File: src/rtl/multicycle_control_unit.sv
// Multi-cycle control FSM: sequences FETCH/DECODE/EXEC/MEM/WB, owns the PC,
// and waits on a data-memory handshake with a bounded timeout.
module multicycle_control_unit #(
  parameter int unsigned OPCODE_W    = 4,
  parameter int unsigned ALUOP_W     = 8,
  parameter int unsigned ADDR_W      = 8,
  parameter int unsigned INSTR_W     = 16,
  parameter int unsigned MEM_TIMEOUT = 15
) (
  input  logic               clk,
  input  logic               rst_n,
  input  logic [INSTR_W-1:0] instr_i,
  input  logic               instr_valid_i,
  output logic               instr_ready_o,
  input  logic               zero_i,
  input  logic               mem_ready_i,
  output logic [ALUOP_W-1:0] alu_op_o,
  output logic               mem_read_o,
  output logic               mem_write_o,
  output logic               reg_write_o,
  output logic               branch_o,
  output logic               jump_o,
  output logic [ADDR_W-1:0]  address_o,
  output logic [ADDR_W-1:0]  pc_o,
  output logic               illegal_o,
  output logic               timeout_o,
  output logic               halted_o
);

  typedef enum logic [2:0] {StFetch, StDecode, StExec, StMem, StWb, StHalt} state_e;

  localparam logic [OPCODE_W-1:0] OpSub  = OPCODE_W'(3);
  localparam logic [OPCODE_W-1:0] OpLd   = OPCODE_W'(4);
  localparam logic [OPCODE_W-1:0] OpSt   = OPCODE_W'(5);
  localparam logic [OPCODE_W-1:0] OpJmp  = OPCODE_W'(6);
  localparam logic [OPCODE_W-1:0] OpBeq  = OPCODE_W'(7);
  localparam logic [OPCODE_W-1:0] OpHalt = OPCODE_W'(8);

  state_e              state_q, state_d;
  logic [ADDR_W-1:0]   pc_q, pc_d;
  logic [OPCODE_W-1:0] op_q, op_d;
  logic [ADDR_W-1:0]   imm_q, imm_d;
  logic [7:0]          cnt_q, cnt_d;
  logic                timeout_q, timeout_d;
  logic                is_illegal;

  // Bits between the immediate and the opcode carry no meaning.
  if (INSTR_W > OPCODE_W + ADDR_W) begin : g_unused
    logic unused_instr_bits;
    assign unused_instr_bits = ^instr_i[INSTR_W-OPCODE_W-1:ADDR_W];
  end

  assign is_illegal = (op_q > OpHalt);

  always_comb begin
    state_d   = state_q;
    pc_d      = pc_q;
    op_d      = op_q;
    imm_d     = imm_q;
    cnt_d     = cnt_q;
    timeout_d = 1'b0;
    unique case (state_q)
      StFetch: begin
        if (instr_valid_i) begin
          op_d    = instr_i[INSTR_W-1 -: OPCODE_W];
          imm_d   = instr_i[ADDR_W-1:0];
          state_d = StDecode;
        end
      end
      StDecode: begin
        if (is_illegal) begin
          pc_d    = pc_q + ADDR_W'(1);
          state_d = StFetch;
        end else if (op_q == OpHalt) begin
          state_d = StHalt;
        end else if (op_q == OpJmp) begin
          pc_d    = imm_q;
          state_d = StFetch;
        end else begin
          state_d = StExec;
        end
      end
      StExec: begin
        if (op_q == OpLd || op_q == OpSt) begin
          cnt_d   = 8'd0;
          state_d = StMem;
        end else if (op_q == OpBeq) begin
          pc_d    = zero_i ? imm_q : pc_q + ADDR_W'(1);
          state_d = StFetch;
        end else begin
          state_d = StWb;
        end
      end
      StMem: begin
        cnt_d = cnt_q + 8'd1;
        // A completion on the last allowed cycle takes priority over the timeout.
        if (mem_ready_i) begin
          if (op_q == OpLd) begin
            state_d = StWb;
          end else begin
            pc_d    = pc_q + ADDR_W'(1);
            state_d = StFetch;
          end
        end else if (cnt_q == 8'(MEM_TIMEOUT - 1)) begin
          timeout_d = 1'b1;
          pc_d      = pc_q + ADDR_W'(1);
          state_d   = StFetch;
        end
      end
      StWb: begin
        pc_d    = pc_q + ADDR_W'(1);
        state_d = StFetch;
      end
      StHalt:  state_d = StHalt;
      default: state_d = StFetch;
    endcase
  end

  always_ff @(posedge clk) begin
    if (!rst_n) begin
      state_q   <= StFetch;
      pc_q      <= '0;
      op_q      <= '0;
      imm_q     <= '0;
      cnt_q     <= '0;
      timeout_q <= 1'b0;
    end else begin
      state_q   <= state_d;
      pc_q      <= pc_d;
      op_q      <= op_d;
      imm_q     <= imm_d;
      cnt_q     <= cnt_d;
      timeout_q <= timeout_d;
    end
  end

  always_comb begin
    instr_ready_o = 1'b0;
    alu_op_o      = '0;
    mem_read_o    = 1'b0;
    mem_write_o   = 1'b0;
    reg_write_o   = 1'b0;
    branch_o      = 1'b0;
    jump_o        = 1'b0;
    address_o     = '0;
    illegal_o     = 1'b0;
    halted_o      = 1'b0;
    unique case (state_q)
      StFetch: instr_ready_o = 1'b1;
      StDecode: begin
        illegal_o = is_illegal;
        jump_o    = (op_q == OpJmp);
      end
      StExec: begin
        if (op_q <= OpSub) begin
          alu_op_o = ALUOP_W'(op_q);
        end else if (op_q == OpBeq) begin
          alu_op_o = ALUOP_W'(OpSub);
          branch_o = 1'b1;
        end
      end
      StMem: begin
        mem_read_o  = (op_q == OpLd);
        mem_write_o = (op_q == OpSt);
        address_o   = imm_q;
      end
      StWb: begin
        reg_write_o = 1'b1;
        alu_op_o    = (op_q == OpLd) ? '0 : ALUOP_W'(op_q);
      end
      StHalt:  halted_o = 1'b1;
      default: ;
    endcase
  end

  assign timeout_o = timeout_q;
  assign pc_o      = pc_q;

endmodule
File: config.mk
export PLATFORM = sky130hd
export DESIGN_NAME = multicycle_control_unit
export DESIGN_NICKNAME = d
export VERILOG_FILES = /design/src/rtl/multicycle_control_unit.sv
export SDC_FILE = /design/constraint.sdc
export NUM_CORES = 1
export LEC_CHECK = 0
export CAP_MARGIN = 20
export CELL_PAD_IN_SITES_DETAIL_PLACEMENT = 2
export CELL_PAD_IN_SITES_GLOBAL_PLACEMENT = 2
export CORE_UTILIZATION = 28
export DETAILED_ROUTE_END_ITERATION = 8
export PLACE_DENSITY_LB_ADDON = 0.25
export SYNTH_ARGS = -nofsm -noshare
export SYNTH_HDL_FRONTEND = slang
export SYNTH_SLANG_ARGS = --single-unit
File: constraint.sdc
create_clock -name clk -period 3.41 [get_ports clk]
set_input_delay 1.023 -clock clk [delete_from_list [all_inputs] [get_ports clk]]
set_output_delay 1.023 -clock clk [all_outputs]
set_load 0.02 [all_outputs]
After elaboration in Yosys (flattened, before gate mapping)
Index checks and enable logic that the tools add are counted.

storage, ports and cells
  output and inout bits = 33
  register bits = 32

operators by class
  reductions and logical operators = 9
  add/sub/neg operators = 2
  magnitude comparators = 2
  multiplexer cells = 38
  eq/ne operators = 19
  bitwise operators = 2

operators by type and width
  kind                   count
  $mux W8                11
  $pmux W8 S4            1
  $mux W3                8
  $add A8 B1 Y8 const B  2
  $eq A4 B3 Y1 const B   4
  $pmux W8 S2            1
  $pmux W3 S5            1
  $ne A3 B3 Y1 const B   4
  $mux W1                11
  $eq A8 B4 Y1 const B   1
  $mux W4                2
  $ne A2 B2 Y1 const B   4
  $pmux W4 S2            1
  $reduce_and A7 Y1      1
  $eq A3 B2 Y1 const B   2
  $eq A3 B3 Y1 const B   2
  $reduce_and A2 Y1      3
  $eq A4 B4 Y1 const B   1
  $gt A4 B4 Y1 const B   1
  $le A4 B2 Y1 const B   1
  $mux W2                2
  $reduce_bool A4 Y1     1
  $eq A3 B1 Y1 const B   1
  $logic_not A3 Y1       1
  other kinds (4)        5

Depth between registers and ports, before layout
  word-level depth = 5
  gate-level depth with buffers = 7
  depth with buffers taken out = 6

Least setup slack after synthesis
No wires, ideal clock.

  path kind = register to output
  start point = register state_q[2]
  end point = output alu_op_o[2]
  path slack = 0.693 ns
  data arrival time = 1.694 ns
  data required time = 2.387 ns
  cell stages (with the launch flop) = 4
  cells stage by stage = dfxtp_1 clkbuf_1 nor3b_1 and3_1

on the way
  word-level cells in the longest chain between the ends = 2
  elaborated cells between the ends (all ways) = 3
  those cells by class = eq/ne: 2; mux: 1

ends and longest elaborated chain
  item                                                 RTL line  source
  start: declaration                                   39        state_e state_q, state_d;
  start signal: assignment                             121       state_q <= StFetch;
  start signal: assignment                             128       state_q <= state_d;
  $eq A3 B3 Y1 / $eq A3 B2 Y1 (equally long branches)  148       unique case (state_q)
  $pmux W4 S2 (*)                                      148
  end: declaration                                     17        output logic [ALUOP_W-1:0] alu_op_o,

Every way passes the cells marked *; elsewhere a longest branch is shown, timed or not.

Final worst setup path
  start point = register state_q[0]
  end point = output jump_o

on the way
  word-level cells in the longest chain between the ends = 2

ends and longest elaborated chain
  item              RTL line  source
  $eq A3 B1 Y1      148
  $mux W1           148
  end: declaration  22        output logic jump_o,

Every way passes these cells.

==> metrics <==
largest net degree at the start of global routing 16; internal power 631 µW; Area growth syn-to-layout 33.2%; Distinct cells, synth 45; clock network power share 0.338; Filler Cell Count 733; Avg WL per Cell 16.1 µm; Synth area leader dfxtp_1; die area between 6000 and 7000 µm²; clock skew approximately 0.0060 ns; Switch Pwr about 260 µW; # Post-CTS Setup Buffers 0; first-pass GRT wire length 10000 µm; CTS tree done; io pins 54; unrepaired setup endpoints after global routing false; Critical Path RT 2.39 ns; top cell type's share of synthesized area 0.346; clk slew on worst S/H paths about 0.07 ns; GRT Overall Usage 0.180; Arr. time, crit path 2.18 ns; fraction of layout cells with a size suffix above 1 0.0719; Max VDD drop 152 µV; fin crit period ~3.2 ns; Worst setup EP type primary output; most frequent cells after synthesis nand2_1, dfxtp_1, a21oi_1; Gate power share 0.190; EDFF count, synth 0; class of the worst hold path flip-flop to flip-flop; DP Area approximately 2400 µm²; vias 1928; Die X 83.3 µm; Post-Place Setup Slack 0.508 ns; highest routed layer met4; Top delay family on crit path simple AND/OR/NAND/NOR gates; Crit Path Category flip-flop to primary output; Reg power frac 0.472; largest cells by area after synthesis dfxtp_1, nand2_1, a21oi_1, nor2_1, and2_1; final hold violation count 0; register area share after synthesis 0.346; CTS H-tree depth 2; CTS sink cnt 32; sw frac 0.293; period utilisation layout 0.939; synthesized cell area 1850 µm²; Primary FF master, synth dfxtp_1; Congestion Overflow GR 0; fin. max-slew vios 0; Startpoint Class flip-flop; initial drt markers 19; drt drc 0; met3 wire length 203 µm; worst slew pin tran 0.599 ns; Ys Warns 0; DR pass1 iterations 4; Antenna Nets Post-Route 0; Max FO, Critical Path 13; Slew HR 0.600; post-cts sizing count 0; clk buf depth 2; Async SR Flop Fraction 0; worst skew pair latency between 0.2 and 0.3 ns; worst-path cell chain or3b_1, nor4_1, clkdlybuf4s50_1; final setup margin 0.209 ns; most numerous cell in the Yosys netlist nand2_1; initial antenna violation count 0; synthesized instance count about 250; Starting Density 0.292; Via density 5.22; setup TNS 0 ns; IO buf count 45; Yosys reg bits 32; Final setup viols 0; met1 WL 2640 µm; Root Buffer clkbuf_8; Final #Nets 315; ant diodes 0; Avg Inst Size Synth 7.53 µm²; FP Rows 29; CP peak stage delay between 0.6 and 0.7 ns; final RePlAce weighted congestion roughly 0.76; worst path bufs/invs 1; vias in the first global route 1997; status completed; final design utilization 0.389; Max-Cap Viols 0; hpwl dp 4460 µm; cts hold-fix bufs 0; PD cells 362 nW/µm²; CORE AREA 6350 µm²; total power draw 893 µW; Routed met2 length roughly 3000 µm; slowest CP cell clkdlybuf4s50_1; Pleak ~0.0009 µW; drt total wl 5940 µm; Fmax 312 MHz; CTS Buf Count 5; Design Area, Final 2470 µm²; Die H 83.3 µm
==> state kept, by name, summed over array words and instances (netlist names) <==
signal	count
cnt_q	8
imm_q	8
pc_o	8
op_q	4
state_q	3
timeout_o	1
==> worst paths after layout <==
kind	from	end	slack, ns	depth (start not counted)
max reg2reg	state_q[2]	pc_o[0]	1.24	7
min reg2reg	imm_q[4]	imm_q[4]	0.47	2
max	state_q[0]	jump_o	0.21	3
min	imm_q[4]	imm_q[4]	0.47	2
==> layer usage <==
metal	up-vias	track usage
li1	944	-
met5	-	0
met2	37	0.331
met1	942	0.217
met4	0	0.0423
met3	5	0.0318
==> power by group through the flow <==
stage                     clock, µW  sequential (µW)  combinational [µW]
after detailed placement          0              430                 173
after CTS                       309              421                 173
after floorplan                   0              413                 119
after global placement            0              428                 167
after global routing            328              425                 188
final                           302              421                 170
==> cells in the final DEF, fill, tap and decap left out, types with 7 or more instances in the layout <==
cell type	count
nand2_1	45
clkdlybuf4s50_1	45
dfxtp_1	32
a21oi_1	31
nor2_1	25
and2_1	11
nand3_1	10
buf_4	8
nor3_1	7
==> worst register-to-register path, cell delays in order, from the launching register on <==
cell and delay (ns):
dfxtp_1 0.49, buf_4 0.19, nand3b_1 0.10, buf_4 0.18, a311oi_2 0.08, a2111o_1 0.53
or3_1 0.36, a31oi_1 0.16
==> logic make-up after synthesis <==
kind of cell | share of synthesized area
flops | 0.346
mux | 0.0507
simple gates | 0.327
buf+inv | 0.0541
other cells | 0.00203
fa+ha+maj | 0.0203
compound gates | 0.200
==> stage by stage <==
step                      cells  hold slack, ns
after floorplan             249           0.444
after global placement      361           0.459
after detailed placement    361           0.472
after CTS                   369           0.481
after global routing        369           0.513
final                       369           0.474
==> cell type report <==
class | instances | area, µm² | area share
Tap cell | 77 | 96.3 | 0.0390
Inverter | 2 | 7.51 | 0.00304
Timing Repair Buffer | 53 | 510 | 0.207
Multi-Input combinational cell | 197 | 1120 | 0.455
Sequential cell | 32 | 641 | 0.260
Clock buffer | 8 | 90.1 | 0.0365
Power figures use the tool's default switching activity.
